`src/rtl/writeback_regfile_if.sv`:
```
// Writeback/regfile bus: EM/WB pipeline inputs, decode and debug read ports,
// and status outputs.
interface writeback_regfile_if #(
    parameter int DATA_W = 8,
    parameter int ADDR_W = 3,
    parameter int CNT_W  = 16
);
    logic              regwrite_i;
    logic              write_data_control_i;
    logic [DATA_W-1:0] alu_result_i;
    logic [DATA_W-1:0] q_i;
    logic [ADDR_W-1:0] write_addr_i;
    logic              done_i;
    logic [ADDR_W-1:0] rs_addr_i;
    logic [ADDR_W-1:0] rt_addr_i;
    logic [ADDR_W-1:0] dbg_addr_i;
    logic [DATA_W-1:0] rs_data_o;
    logic [DATA_W-1:0] rt_data_o;
    logic [DATA_W-1:0] wb_data_o;
    logic [DATA_W-1:0] dbg_data_o;
    logic [CNT_W-1:0]  retired_o;
    logic              halted_o;

    modport master (
        output regwrite_i, write_data_control_i, alu_result_i, q_i,
        output write_addr_i, done_i, rs_addr_i, rt_addr_i, dbg_addr_i,
        input  rs_data_o, rt_data_o, wb_data_o, dbg_data_o,
        input  retired_o, halted_o
    );

    modport slave (
        input  regwrite_i, write_data_control_i, alu_result_i, q_i,
        input  write_addr_i, done_i, rs_addr_i, rt_addr_i, dbg_addr_i,
        output rs_data_o, rt_data_o, wb_data_o, dbg_data_o,
        output retired_o, halted_o
    );
endinterface

```
`src/rtl/writeback_regfile.sv`:
```
// Writeback stage and 8-entry architectural register file with
// same-cycle write bypass, retired-write counter and halt latch.
module writeback_regfile #(
    parameter int DATA_W = 8,
    parameter int ADDR_W = 3,
    parameter int CNT_W  = 16
) (
    input  logic                 clk_i,
    input  logic                 rst_i,
    writeback_regfile_if.slave   bus
);
    localparam int NREG = 2 ** ADDR_W;

    typedef enum logic {RUN, HALTED} state_t;

    state_t            state;
    state_t            state_nxt;
    logic              we;
    logic              halted;
    logic [DATA_W-1:0] wb_data;
    logic [DATA_W-1:0] rf [NREG];
    logic [CNT_W-1:0]  retired;

    always_ff @(posedge clk_i or posedge rst_i) begin
        if (rst_i) state <= RUN;
        else       state <= state_nxt;
    end

    always_comb begin
        state_nxt = state;
        unique case (state)
            RUN:     if (bus.done_i) state_nxt = HALTED;
            HALTED:  state_nxt = HALTED;
            default: state_nxt = RUN;
        endcase
    end

    always_comb begin
        halted = (state == HALTED);
        we     = bus.regwrite_i && (state == RUN);
    end

    assign wb_data = bus.write_data_control_i ? bus.q_i : bus.alu_result_i;

    always_ff @(posedge clk_i or posedge rst_i) begin
        if (rst_i) begin
            for (int i = 0; i < NREG; i++) rf[i] <= '0;
        end else if (we) begin
            rf[bus.write_addr_i] <= wb_data;
        end
    end

    // Saturating: holds at all-ones rather than wrapping
    always_ff @(posedge clk_i or posedge rst_i) begin
        if (rst_i)                          retired <= '0;
        else if (we && (retired != '1))     retired <= retired + 1'b1;
    end

    assign bus.wb_data_o  = wb_data;
    assign bus.rs_data_o  = (we && bus.rs_addr_i == bus.write_addr_i)
                            ? wb_data : rf[bus.rs_addr_i];
    assign bus.rt_data_o  = (we && bus.rt_addr_i == bus.write_addr_i)
                            ? wb_data : rf[bus.rt_addr_i];
    assign bus.dbg_data_o = rf[bus.dbg_addr_i];
    assign bus.retired_o  = retired;
    assign bus.halted_o   = halted;
endmodule

```
`src/flat_wrapper.sv`:
```
// flat-port wrapper written by rule: the top's interface ports become plain ports
module writeback_regfile_flat 
#(
    parameter int DATA_W = 8,
    parameter int ADDR_W = 3,
    parameter int CNT_W  = 16
)
  (clk_i, rst_i, bus_regwrite_i, bus_write_data_control_i, bus_alu_result_i, bus_q_i, bus_write_addr_i, bus_done_i, bus_rs_addr_i, bus_rt_addr_i, bus_dbg_addr_i, bus_rs_data_o, bus_rt_data_o, bus_wb_data_o, bus_dbg_data_o, bus_retired_o, bus_halted_o);
  writeback_regfile_if #(.DATA_W(DATA_W), .ADDR_W(ADDR_W), .CNT_W(CNT_W)) bus_i ();
  input  logic clk_i;
  input  logic rst_i;
  input wire logic [$bits(bus_i.regwrite_i)-1:0] bus_regwrite_i;
  input wire logic [$bits(bus_i.write_data_control_i)-1:0] bus_write_data_control_i;
  input wire logic [$bits(bus_i.alu_result_i)-1:0] bus_alu_result_i;
  input wire logic [$bits(bus_i.q_i)-1:0] bus_q_i;
  input wire logic [$bits(bus_i.write_addr_i)-1:0] bus_write_addr_i;
  input wire logic [$bits(bus_i.done_i)-1:0] bus_done_i;
  input wire logic [$bits(bus_i.rs_addr_i)-1:0] bus_rs_addr_i;
  input wire logic [$bits(bus_i.rt_addr_i)-1:0] bus_rt_addr_i;
  input wire logic [$bits(bus_i.dbg_addr_i)-1:0] bus_dbg_addr_i;
  output wire logic [$bits(bus_i.rs_data_o)-1:0] bus_rs_data_o;
  output wire logic [$bits(bus_i.rt_data_o)-1:0] bus_rt_data_o;
  output wire logic [$bits(bus_i.wb_data_o)-1:0] bus_wb_data_o;
  output wire logic [$bits(bus_i.dbg_data_o)-1:0] bus_dbg_data_o;
  output wire logic [$bits(bus_i.retired_o)-1:0] bus_retired_o;
  output wire logic [$bits(bus_i.halted_o)-1:0] bus_halted_o;
  assign bus_i.regwrite_i = bus_regwrite_i;
  assign bus_i.write_data_control_i = bus_write_data_control_i;
  assign bus_i.alu_result_i = bus_alu_result_i;
  assign bus_i.q_i = bus_q_i;
  assign bus_i.write_addr_i = bus_write_addr_i;
  assign bus_i.done_i = bus_done_i;
  assign bus_i.rs_addr_i = bus_rs_addr_i;
  assign bus_i.rt_addr_i = bus_rt_addr_i;
  assign bus_i.dbg_addr_i = bus_dbg_addr_i;
  assign bus_rs_data_o = bus_i.rs_data_o;
  assign bus_rt_data_o = bus_i.rt_data_o;
  assign bus_wb_data_o = bus_i.wb_data_o;
  assign bus_dbg_data_o = bus_i.dbg_data_o;
  assign bus_retired_o = bus_i.retired_o;
  assign bus_halted_o = bus_i.halted_o;
  writeback_regfile #(.DATA_W(DATA_W), .ADDR_W(ADDR_W), .CNT_W(CNT_W)) u_core (.clk_i(clk_i), .rst_i(rst_i), .bus(bus_i));
endmodule
```
`config.mk`:
```
export PLATFORM = sky130hd
export DESIGN_NAME = writeback_regfile_flat
export DESIGN_NICKNAME = d
export VERILOG_FILES = /design/src/rtl/writeback_regfile_if.sv /design/src/rtl/writeback_regfile.sv /design/src/flat_wrapper.sv
export SDC_FILE = /design/constraint.sdc
export NUM_CORES = 1
export LEC_CHECK = 0
export CAP_MARGIN = 20
export CORE_MARGIN = 1
export CORE_UTILIZATION = 55
export DETAILED_ROUTE_END_ITERATION = 7
export PLACE_DENSITY = 0.86
export SETUP_SLACK_MARGIN = 0.05
export SYNTH_ARGS = -nofsm -noshare
export SYNTH_HDL_FRONTEND = slang
export SYNTH_SLANG_ARGS = --single-unit
```
`constraint.sdc`:
```
create_clock -name clk_i -period 5.1 [get_ports clk_i]
set_input_delay 1.02 -clock clk_i [delete_from_list [all_inputs] [get_ports clk_i]]
set_output_delay 1.02 -clock clk_i [all_outputs]
set_load 0.02 [all_outputs]
```
==> results of run 1 <==
-- how the worst max path moves through the flow --
stage	startpoint	end	slack (ns)	cells past startpoint
floorplan	bus_dbg_addr_i[0]	bus_dbg_data_o[0]	1.70	4
global placement	bus_write_addr_i[2]	bus_rt_data_o[4]	0.72	6
detailed placement	bus_write_addr_i[2]	bus_rt_data_o[4]	0.69	6
CTS	bus_write_addr_i[2]	bus_rt_data_o[4]	0.67	6
global route	bus_write_addr_i[2]	bus_rt_data_o[4]	0.45	6
finish	bus_write_addr_i[2]	bus_rt_data_o[4]	0.61	6
-- cell type report --
cell class / instances / area [um^2] / share of cell area (%)
Sequential cell: 81 / 2030 / 33.2
Inverter: 11 / 41.3 / 0.676
Timing Repair Buffer: 105 / 995 / 16.3
Clock inverter: 6 / 92.6 / 1.52
Multi-Input combinational cell: 312 / 2690 / 44.0
Tap cell: 108 / 135 / 2.21
Clock buffer: 10 / 128 / 2.09
-- layer usage --
metal	vias to the layer above	track usage [%]
met5	-	0
met4	0	12.1
met3	28	7.15
met2	227	49.1
met1	2010	38.9
li1	1768	-
-- report_power, final --
part / internal [W] / switching (W)
Clock: 0.000278 / 0.000245
Combinational: 0.000153 / 0.000144
Sequential: 0.000672 / 0.0000329
-- Yosys cell counts, drive strengths merged --
master  count  area [um^2]
and3        1         6.26
mux2i      24          240
a31oi       2         12.5
or2         2         12.5
nand4       9         71.3
xnor2       7         61.3
and4        3         26.3
a21oi      50          250
nor3        9         55.1
nor2       52          198
clkbuf      9         37.5
or3         1         6.26
nand3       3         15.0
nand2b      1         6.26
mux2        9          105
nor2b       1         6.26
nand2      37          139
dfrtp      81         2030
ha          1         12.5
or4         3         22.5
o21ai      32          186
inv        11         41.3
nor4        4         61.3
o21a        1         7.51
buf        24          161
xor2       11         96.3
mux4       48         1080
nor3b       1         7.51
-- flip-flops by register name, summed over array words and instances, names as in the netlist --
| name | cells |
|---|---|
| u_core.bus.retired_o | 16 |
| u_core.bus.halted_o | 1 |
| u_core.rf | 64 |
-- cells by family (layout without fill, tap and decap cells) --
group                      Yosys count  count (layout)  share of synthesized area, %
AOI/OAI and AO/OA                   85              85                          9.22
xor gates and xnor gates            18              18                          3.18
adders and majority gates            1               1                         0.253
buffers and inverters               44             132                          4.85
DFF                                 81              81                          40.9
muxes                               81              81                          28.8
and+or+nand+nor                    127             127                          12.8
-- through the flow --
step	std cells	hold slack [ns]	cell area (um^2)	worst slack, ns
2_1_floorplan	437	0.476	4950	1.70
3_3_place_gp	615	0.499	5870	0.720
3_5_place_dp	615	0.506	5870	0.686
4_1_cts	631	0.525	6090	0.670
5_1_grt	633	0.538	6100	0.449
6_report	633	0.524	6100	0.613
-- critical path, stage by stage --
cell and delay, ns:
clkdlybuf4s50_1 0.69, xnor2_1 0.16, nand4_1 0.40, buf_4 0.34, a21oi_1 0.21, clkdlybuf4s50_1 0.65
==> impl_metrics.yaml, run 1 <==
setup_path:
  required_ns: 4.08
  crit_path_start_kind: "input port"
  r2r_start: "u_core.bus.halted_o"
  critPathArrivalTime_ns: 3.47
  critPathMaxFanout: 9
  r2r_slack_ns: 2.96
  r2r-end: "u_core.rf[41]"
  endpoint_kind: "output pin"
  path_class: "in2out"
  ff2ff_path_depth: 4
floorplanning:
  initial_core_util_pct: 56.8
  std_cell_rows: 34
  core-area_um2: 8720
  die_w_um: 96.9
  die_area_um2: 9390
  die_h_um: 96.9
  num_io_pins: 82
global_route:
  grt_pass1_wl_um: 21700
  grt_pass1_vias: 4209
  grt_usage_pct: 30.1
  antenna_found_initial: 0
  grt_max_degree: 43
  grt-ovfl-total: 0
clock_tree:
  cts_buffer_depth: 2
  cts.sinks: 81
  post_cts_buffers: 0
  cts-hold-fix-buffers: 0
  cts_root_buffer: "clkbuf_8"
  ctsResizeCount: 0
  cts_tree: "yes"
  worstSkewPairLatency_ns: 0.36
  h-tree-depth: 3
  cts_buffers: 9
  clk_pin_slew_ns: 0.08
min_path:
  hp-start: "u_core.bus.retired_o[0]"
  hp-class: "reg2reg"
  worstHoldEndpoint: "u_core.bus.retired_o[0]"
  whs_path_depth: 1
sta:
  period_share_pct: 88.0
  fin_skew_ns: 0.0114
  report.final.slew_viol_count: 0
  worst_pin_slew_ns: 1.07
  tns_ns: 0
  hold_viol: 0
  max-slew-margin-rel_pct: 28.3
  fmax_ghz: 0.223
  rsz0062_at_grt: "no"
  setup_viol: 0
  period_needed_ns: 4.49
yosys:
  synth_cell_type_count: 41
  netlist_area_um2: 4950
  syn_area_per_cell_um2: 11.3
  synthesis.nets: 471
  ys.warnings.count: 0
  ys_ff_latch: 81
  yosysSeqAreaShare_pct: 40.9
  synthCells: 437
routing:
  routedWlPerCell_um: 20.7
  routed_via_density: 6.37
  ant_nets: 0
  met1_length_um: 5040
  wl_um: 13100
  dr_wl_met3_um: 1240
  vias: 4033
  wl_met2_um: 6520
  drc: 0
  top_layer_used: "met4"
  drt_iter0_drc: 306
  firstDrtPassIters: 5
finish:
  antenna_cells: 0
  nFillCells: 619
  final_net_count: 554
  fin_util_pct: 70.0
  drive_above_1_share_pct: 21.7
  layout_common_cells: "clkdlybuf4s50_1, dfrtp_1, nor2_1"
  area_growth_pct: 23.2
place:
  place.port_buffers: 81
  post-dp-hpwl_um: 9000
  place_congestion: 0.885
power:
  p_total_w: 0.00152
  p_per_area_nw_per_um2: 250
  vdd_drop_max_mv: 0.167
  leakagePower_nw: 2.62
run:
  maxCapViolCount: 0
status:
  status: "complete, no violations"
(Power assumes the default switching activity.)
==> run 2: changes to the inputs <==
--- a/config.mk
+++ b/config.mk
@@ -7,9 +7,9 @@
 export LEC_CHECK = 0
 export CAP_MARGIN = 20
 export CORE_MARGIN = 1
-export CORE_UTILIZATION = 55
+export CORE_UTILIZATION = 36
 export DETAILED_ROUTE_END_ITERATION = 7
-export PLACE_DENSITY = 0.86
+export PLACE_DENSITY = 0.62
 export SETUP_SLACK_MARGIN = 0.05
 export SYNTH_ARGS = -nofsm -noshare
 export SYNTH_HDL_FRONTEND = slang
==> constraint.sdc (replaced) <==
create_clock -name clk_i -period 5.1 [get_ports clk_i]
set_input_delay 0.765 -clock clk_i [delete_from_list [all_inputs] [get_ports clk_i]]
set_output_delay 0.765 -clock clk_i [all_outputs]
set_load 0.02 [all_outputs]
==> impl_metrics.yaml, run 2 (synthesis gave the netlist of run 1 again) <==
power:
  switching_share_pct: 26.1
  pwr-share-clk_pct: 38.4
  switchingPower_w: 0.000424
  combPwrFrac_pct: 18.2
  vdd_drop_max_mv: 0.166
  power.internal_w: 0.00120
  power.share.sequential_pct: 43.4
  leakagePower_nw: 2.66
  p_per_area_nw_per_um2: 260
setup_path:
  crit_top_cell: "clkdlybuf4s50_1"
  crit_chain: "clkdlybuf4s50_1, buf_4, mux4_2, mux2i_1, a21oi_1, clkdlybuf4s50_1"
  required_ns: 4.34
  endpoint_kind: "output pin"
  crit_family: "buffers and inverters"
  r2r-end: "u_core.rf[47]"
  path_class: "in2out"
  slowest_delay_ns: 0.99
  ff2ff_path_depth: 4
  crit_path_start_kind: "input port"
  slowest_stage: "clkdlybuf4s50_1"
  r2r_start: "u_core.bus.halted_o"
  critPathMaxFanout: 11
  r2r_slack_ns: 3.04
  critPathBufInv: 3
  critPathArrivalTime_ns: 3.34
sta:
  max-slew-margin-rel_pct: 28.7
  rsz0062_at_grt: "no"
  worst_pin_slew_ns: 1.06
  report.final.slew_viol_count: 0
  tns_ns: 0
  period_needed_ns: 4.11
  fin_skew_ns: 0.00983
  hold_viol: 0
  fmax_ghz: 0.244
  period_share_pct: 80.5
  setup_viol: 0
clock_tree:
  cts_buffers: 9
  cts-hold-fix-buffers: 0
  ctsResizeCount: 0
  clk_pin_slew_ns: 0.06
  h-tree-depth: 3
  cts.sinks: 81
  cts_root_buffer: "clkbuf_16"
  cts_buffer_depth: 2
  post_cts_buffers: 0
  worstSkewPairLatency_ns: 0.33
  cts_tree: "yes"
finish:
  largest_reg_flops: 64
  area_growth_pct: 26.5
  fin_util_pct: 46.9
  largest_register: "u_core.rf"
  layout_common_cells: "clkdlybuf4s50_1, dfrtp_1, nor2_1"
  final_net_count: 552
  drive_above_1_share_pct: 21.3
  antenna_cells: 0
global_route:
  grt_max_degree: 82
  grt-ovfl-total: 0
  grt_usage_pct: 20.3
  grt_pass1_wl_um: 21900
  antenna_found_initial: 0
  grt_pass1_vias: 4037
routing:
  drt_iter0_drc: 256
  firstDrtPassIters: 4
  wl_um: 13500
  routed_via_density: 5.43
  drc: 0
  routedWlPerCell_um: 19.3
  ant_nets: 0
  vias: 3787
floorplanning:
  num_io_pins: 82
  core-area_um2: 13300
  initial_core_util_pct: 37.1
  die_w_um: 119
  std_cell_rows: 42
  die_h_um: 119
  die_area_um2: 14200
place:
  place.port_buffers: 81
  post-dp-hpwl_um: 9270
  place_congestion: 0.805
run:
  maxCapViolCount: 0
min_path:
  worstHoldEndpoint: "u_core.bus.halted_o"
  hp-start: "u_core.bus.halted_o"
  hp-class: "reg2reg"
  whs_path_depth: 1
status:
  status: "complete, no violations"
==> run 2: changes by cell type in the layout (fill, tap and decap cells not counted), sizes merged <==
cell | previous run | this run
clkinvlp | 2 | 0
bufinv | 2 | 1
clkinv | 2 | 4
buf | 24 | 22
==> run 2: worst register-to-register path, stage by stage (launching register included) <==
cell      delay (ns)
dfrtp_1         0.39
nand2b_1        0.32
or4_1           0.87
nand2_1         0.20
o21ai_0         0.11
==> run 2: worst max-delay path by stage <==
stage | start | endpoint | slack [ns] | cells past startpoint
detailed placement | bus_rs_addr_i[1] | bus_rs_data_o[4] | 0.96 | 6
global route | bus_rs_addr_i[1] | bus_rs_data_o[4] | 0.82 | 6
CTS | bus_rs_addr_i[1] | bus_rs_data_o[4] | 0.94 | 6
finish | bus_rs_addr_i[1] | bus_rs_data_o[2] | 0.99 | 6
global placement | bus_rs_addr_i[1] | bus_rs_data_o[4] | 0.97 | 6
floorplan | bus_dbg_addr_i[0] | bus_dbg_data_o[0] | 2.21 | 4
==> run 2: layout make-up <==
type | count | area [um^2]
Inverter | 11 | 41.3
Tap cell | 176 | 220
Clock inverter | 5 | 57.6
Clock buffer | 10 | 229
Multi-Input combinational cell | 312 | 2690
Sequential cell | 81 | 2030
Fill cell | 1242 | 7080
Timing Repair Buffer | 103 | 1000
==> run 2: per-layer routing <==
| metal | share of wire [%] | wire length (um) | global-route usage (%) | vias up |
|---|---|---|---|---|
| met1 | 43 | 5730 | 26.2 | 1882 |
| met3 | 5.6 | 755 | 4.02 | 18 |
| met2 | 50 | 6780 | 33.9 | 120 |
| met4 | 1.5 | 198 | 7.50 | 0 |
| met5 | 0 | 0 | 0 | - |
| li1 | - | - | - | 1767 |
==> run 2: power groups by stage <==
stage,registers [W],logic (W),clock network (W)
6_report,0.000707,0.000296,0.000624
5_1_grt,0.000712,0.000318,0.000666
4_1_cts,0.000706,0.000296,0.000640
3_5_place_dp,0.000717,0.000295,0
3_3_place_gp,0.000714,0.000289,0
2_1_floorplan,0.000712,0.000176,0
==> run 2: stage by stage <==
stage	area, um^2	power (W)	setup slack [ns]	hold WS, ns	std cells
6_report	6260	0.00163	0.995	0.512	698
5_1_grt	6260	0.00170	0.819	0.549	698
4_1_cts	6230	0.00164	0.944	0.518	696
3_5_place_dp	5940	0.00101	0.958	0.501	681
3_3_place_gp	5930	0.00100	0.975	0.501	680
2_1_floorplan	4950	0.000888	2.21	0.476	437
==> run 3: changes to the inputs <==
--- a/config.mk
+++ b/config.mk
@@ -9,7 +9,7 @@
 export CORE_MARGIN = 1
 export CORE_UTILIZATION = 36
 export DETAILED_ROUTE_END_ITERATION = 7
-export PLACE_DENSITY = 0.62
+export PLACE_DENSITY = 0.64
 export SETUP_SLACK_MARGIN = 0.05
 export SYNTH_ARGS = -nofsm -noshare
 export SYNTH_HDL_FRONTEND = slang
==> constraint.sdc (replaced) <==
create_clock -name clk_i -period 3.45 [get_ports clk_i]
set_input_delay 0.5175 -clock clk_i [delete_from_list [all_inputs] [get_ports clk_i]]
set_output_delay 0.5175 -clock clk_i [all_outputs]
set_load 0.02 [all_outputs]
==> impl_metrics.yaml, run 3 (synthesis gave the netlist of run 1 again) <==
place:
  place_congestion: 0.804
  dpl.cell_count: 692
  post-dp-hpwl_um: 9650
  place.port_buffers: 81
  placed_area_um2: 6070
floorplanning:
  num_io_pins: 82
  initial_core_util_pct: 37.1
  die_area_um2: 14200
  die_w_um: 119
  core-area_um2: 13300
  std_cell_rows: 42
  die_h_um: 119
sta:
  hold_viol: 0
  period_share_pct: 93.9
  report.final.slew_viol_count: 0
  period_needed_ns: 3.24
  worst_pin_slew_ns: 0.870
  tns_ns: 0
  rsz0062_at_grt: "no"
  max-slew-margin-rel_pct: 42.0
  fmax_ghz: 0.309
  setup_viol: 0
  holdWs_ns: 0.483
  fin_skew_ns: 0.00622
setup_path:
  critPathArrivalTime_ns: 2.72
  crit_family: "buffers and inverters"
  ff2ff_path_depth: 4
  required_ns: 2.93
  endpoint_kind: "output pin"
  critPathMaxFanout: 10
  slowest_stage: "clkdlybuf4s50_1"
  path_class: "in2out"
  r2r_start: "u_core.bus.halted_o"
  slowest_delay_ns: 0.72
  r2r_slack_ns: 1.33
  r2r-end: "u_core.rf[43]"
  crit_top_cell: "clkdlybuf4s50_1"
  critPathBufInv: 3
  crit_chain: "clkdlybuf4s50_1, xnor2_1, nand4_1, buf_4, a21oi_1, clkdlybuf4s50_1"
  crit_path_start_kind: "input port"
run:
  maxCapViolCount: 0
power:
  vdd_drop_max_mv: 0.216
  p_total_w: 0.00253
  leakagePower_nw: 2.73
  p_per_area_nw_per_um2: 395
clock_tree:
  clk_pin_slew_ns: 0.06
  post_cts_buffers: 0
  ctsResizeCount: 0
  cts_root_buffer: "clkbuf_16"
  cts.sinks: 81
  cts_buffers: 9
  cts_tree: "yes"
  cts_buffer_depth: 2
  worstSkewPairLatency_ns: 0.33
  cts-hold-fix-buffers: 0
  h-tree-depth: 3
finish:
  drive_above_1_share_pct: 22.9
  ff_latch_area_um2: 2030
  nFillCells: 1228
  stdcell_area_um2: 6400
  instances_no_fill: 708
  layout_common_cells: "clkdlybuf4s50_1, dfrtp_1, nor2_1"
  antenna_cells: 0
  largest_register: "u_core.rf"
  multi_input_area_um2: 2690
  final_net_count: 561
  area_growth_pct: 29.1
  largest_reg_flops: 64
global_route:
  grt_pass1_vias: 3986
  grt_max_degree: 41
  grt-ovfl-total: 0
  antenna_found_initial: 0
  grt_usage_pct: 20.2
  grt_pass1_wl_um: 21700
routing:
  drc: 0
  vias: 3824
  routed_via_density: 5.40
  firstDrtPassIters: 4
  wl_um: 13400
  drt_iter0_drc: 238
  ant_nets: 0
  routedWlPerCell_um: 18.9
status:
  status: "complete, no violations"
min_path:
  hp-class: "in2async"
[run 3: cell types whose count changed in the layout (fill, tap and decap cells not counted), sizes merged]
cell,before,now
bufinv,1,2
buf,22,31
clkinv,4,2
inv,11,12
clkinvlp,0,1
[run 3: layout make-up]
class                           count  share of cell area, %
Tap cell                          176                   3.44
Sequential cell                    81                   31.7
Clock inverter                      6                   1.41
Multi-Input combinational cell    312                   42.0
Clock buffer                       10                   3.74
Inverter                           11                  0.645
Timing Repair Buffer              112                   17.1
[run 3: power by group]
part / total [W] / leakage [nW] / switching [W] / internal (W)
registers: 0.00105 / 1.09 / 0.0000520 / 0.000994
logic: 0.000444 / 1.48 / 0.000210 / 0.000234
clock network: 0.00104 / 0.159 / 0.000382 / 0.000656
total: 0.00253 / 2.73 / 0.000643 / 0.00188
[run 3: worst max path at each step]
stage / slack, ns / end / cells after the start / startpoint
2_1_floorplan: 0.85 / u_core.bus.halted_o / 1 / rst_i
3_3_place_gp: 0.30 / bus_rt_data_o[7] / 6 / bus_rt_addr_i[2]
3_5_place_dp: 0.21 / bus_rs_data_o[0] / 6 / bus_rs_addr_i[2]
4_1_cts: 0.20 / bus_rs_data_o[0] / 6 / bus_rs_addr_i[2]
5_1_grt: 0.09 / bus_rt_data_o[0] / 6 / bus_rt_addr_i[2]
6_report: 0.21 / bus_rs_data_o[0] / 6 / bus_rs_addr_i[2]
[run 3: layer usage]
metal	track usage, %	part of all wire, %	vias to the layer above
li1	-	-	1793
met1	25.6	43	1886
met4	10.0	3.0	0
met3	3.88	5.3	27
met2	32.9	49	118
met5	0	0	-
[run 3: through the flow]
| stage | util [%] | worst slack, ns |
|---|---|---|
| floorplan | - | 0.852 |
| global placement | 45.5 | 0.296 |
| detailed placement | 45.5 | 0.208 |
| CTS | 47.9 | 0.205 |
| global route | 47.9 | 0.0899 |
| finish | 47.9 | 0.211 |
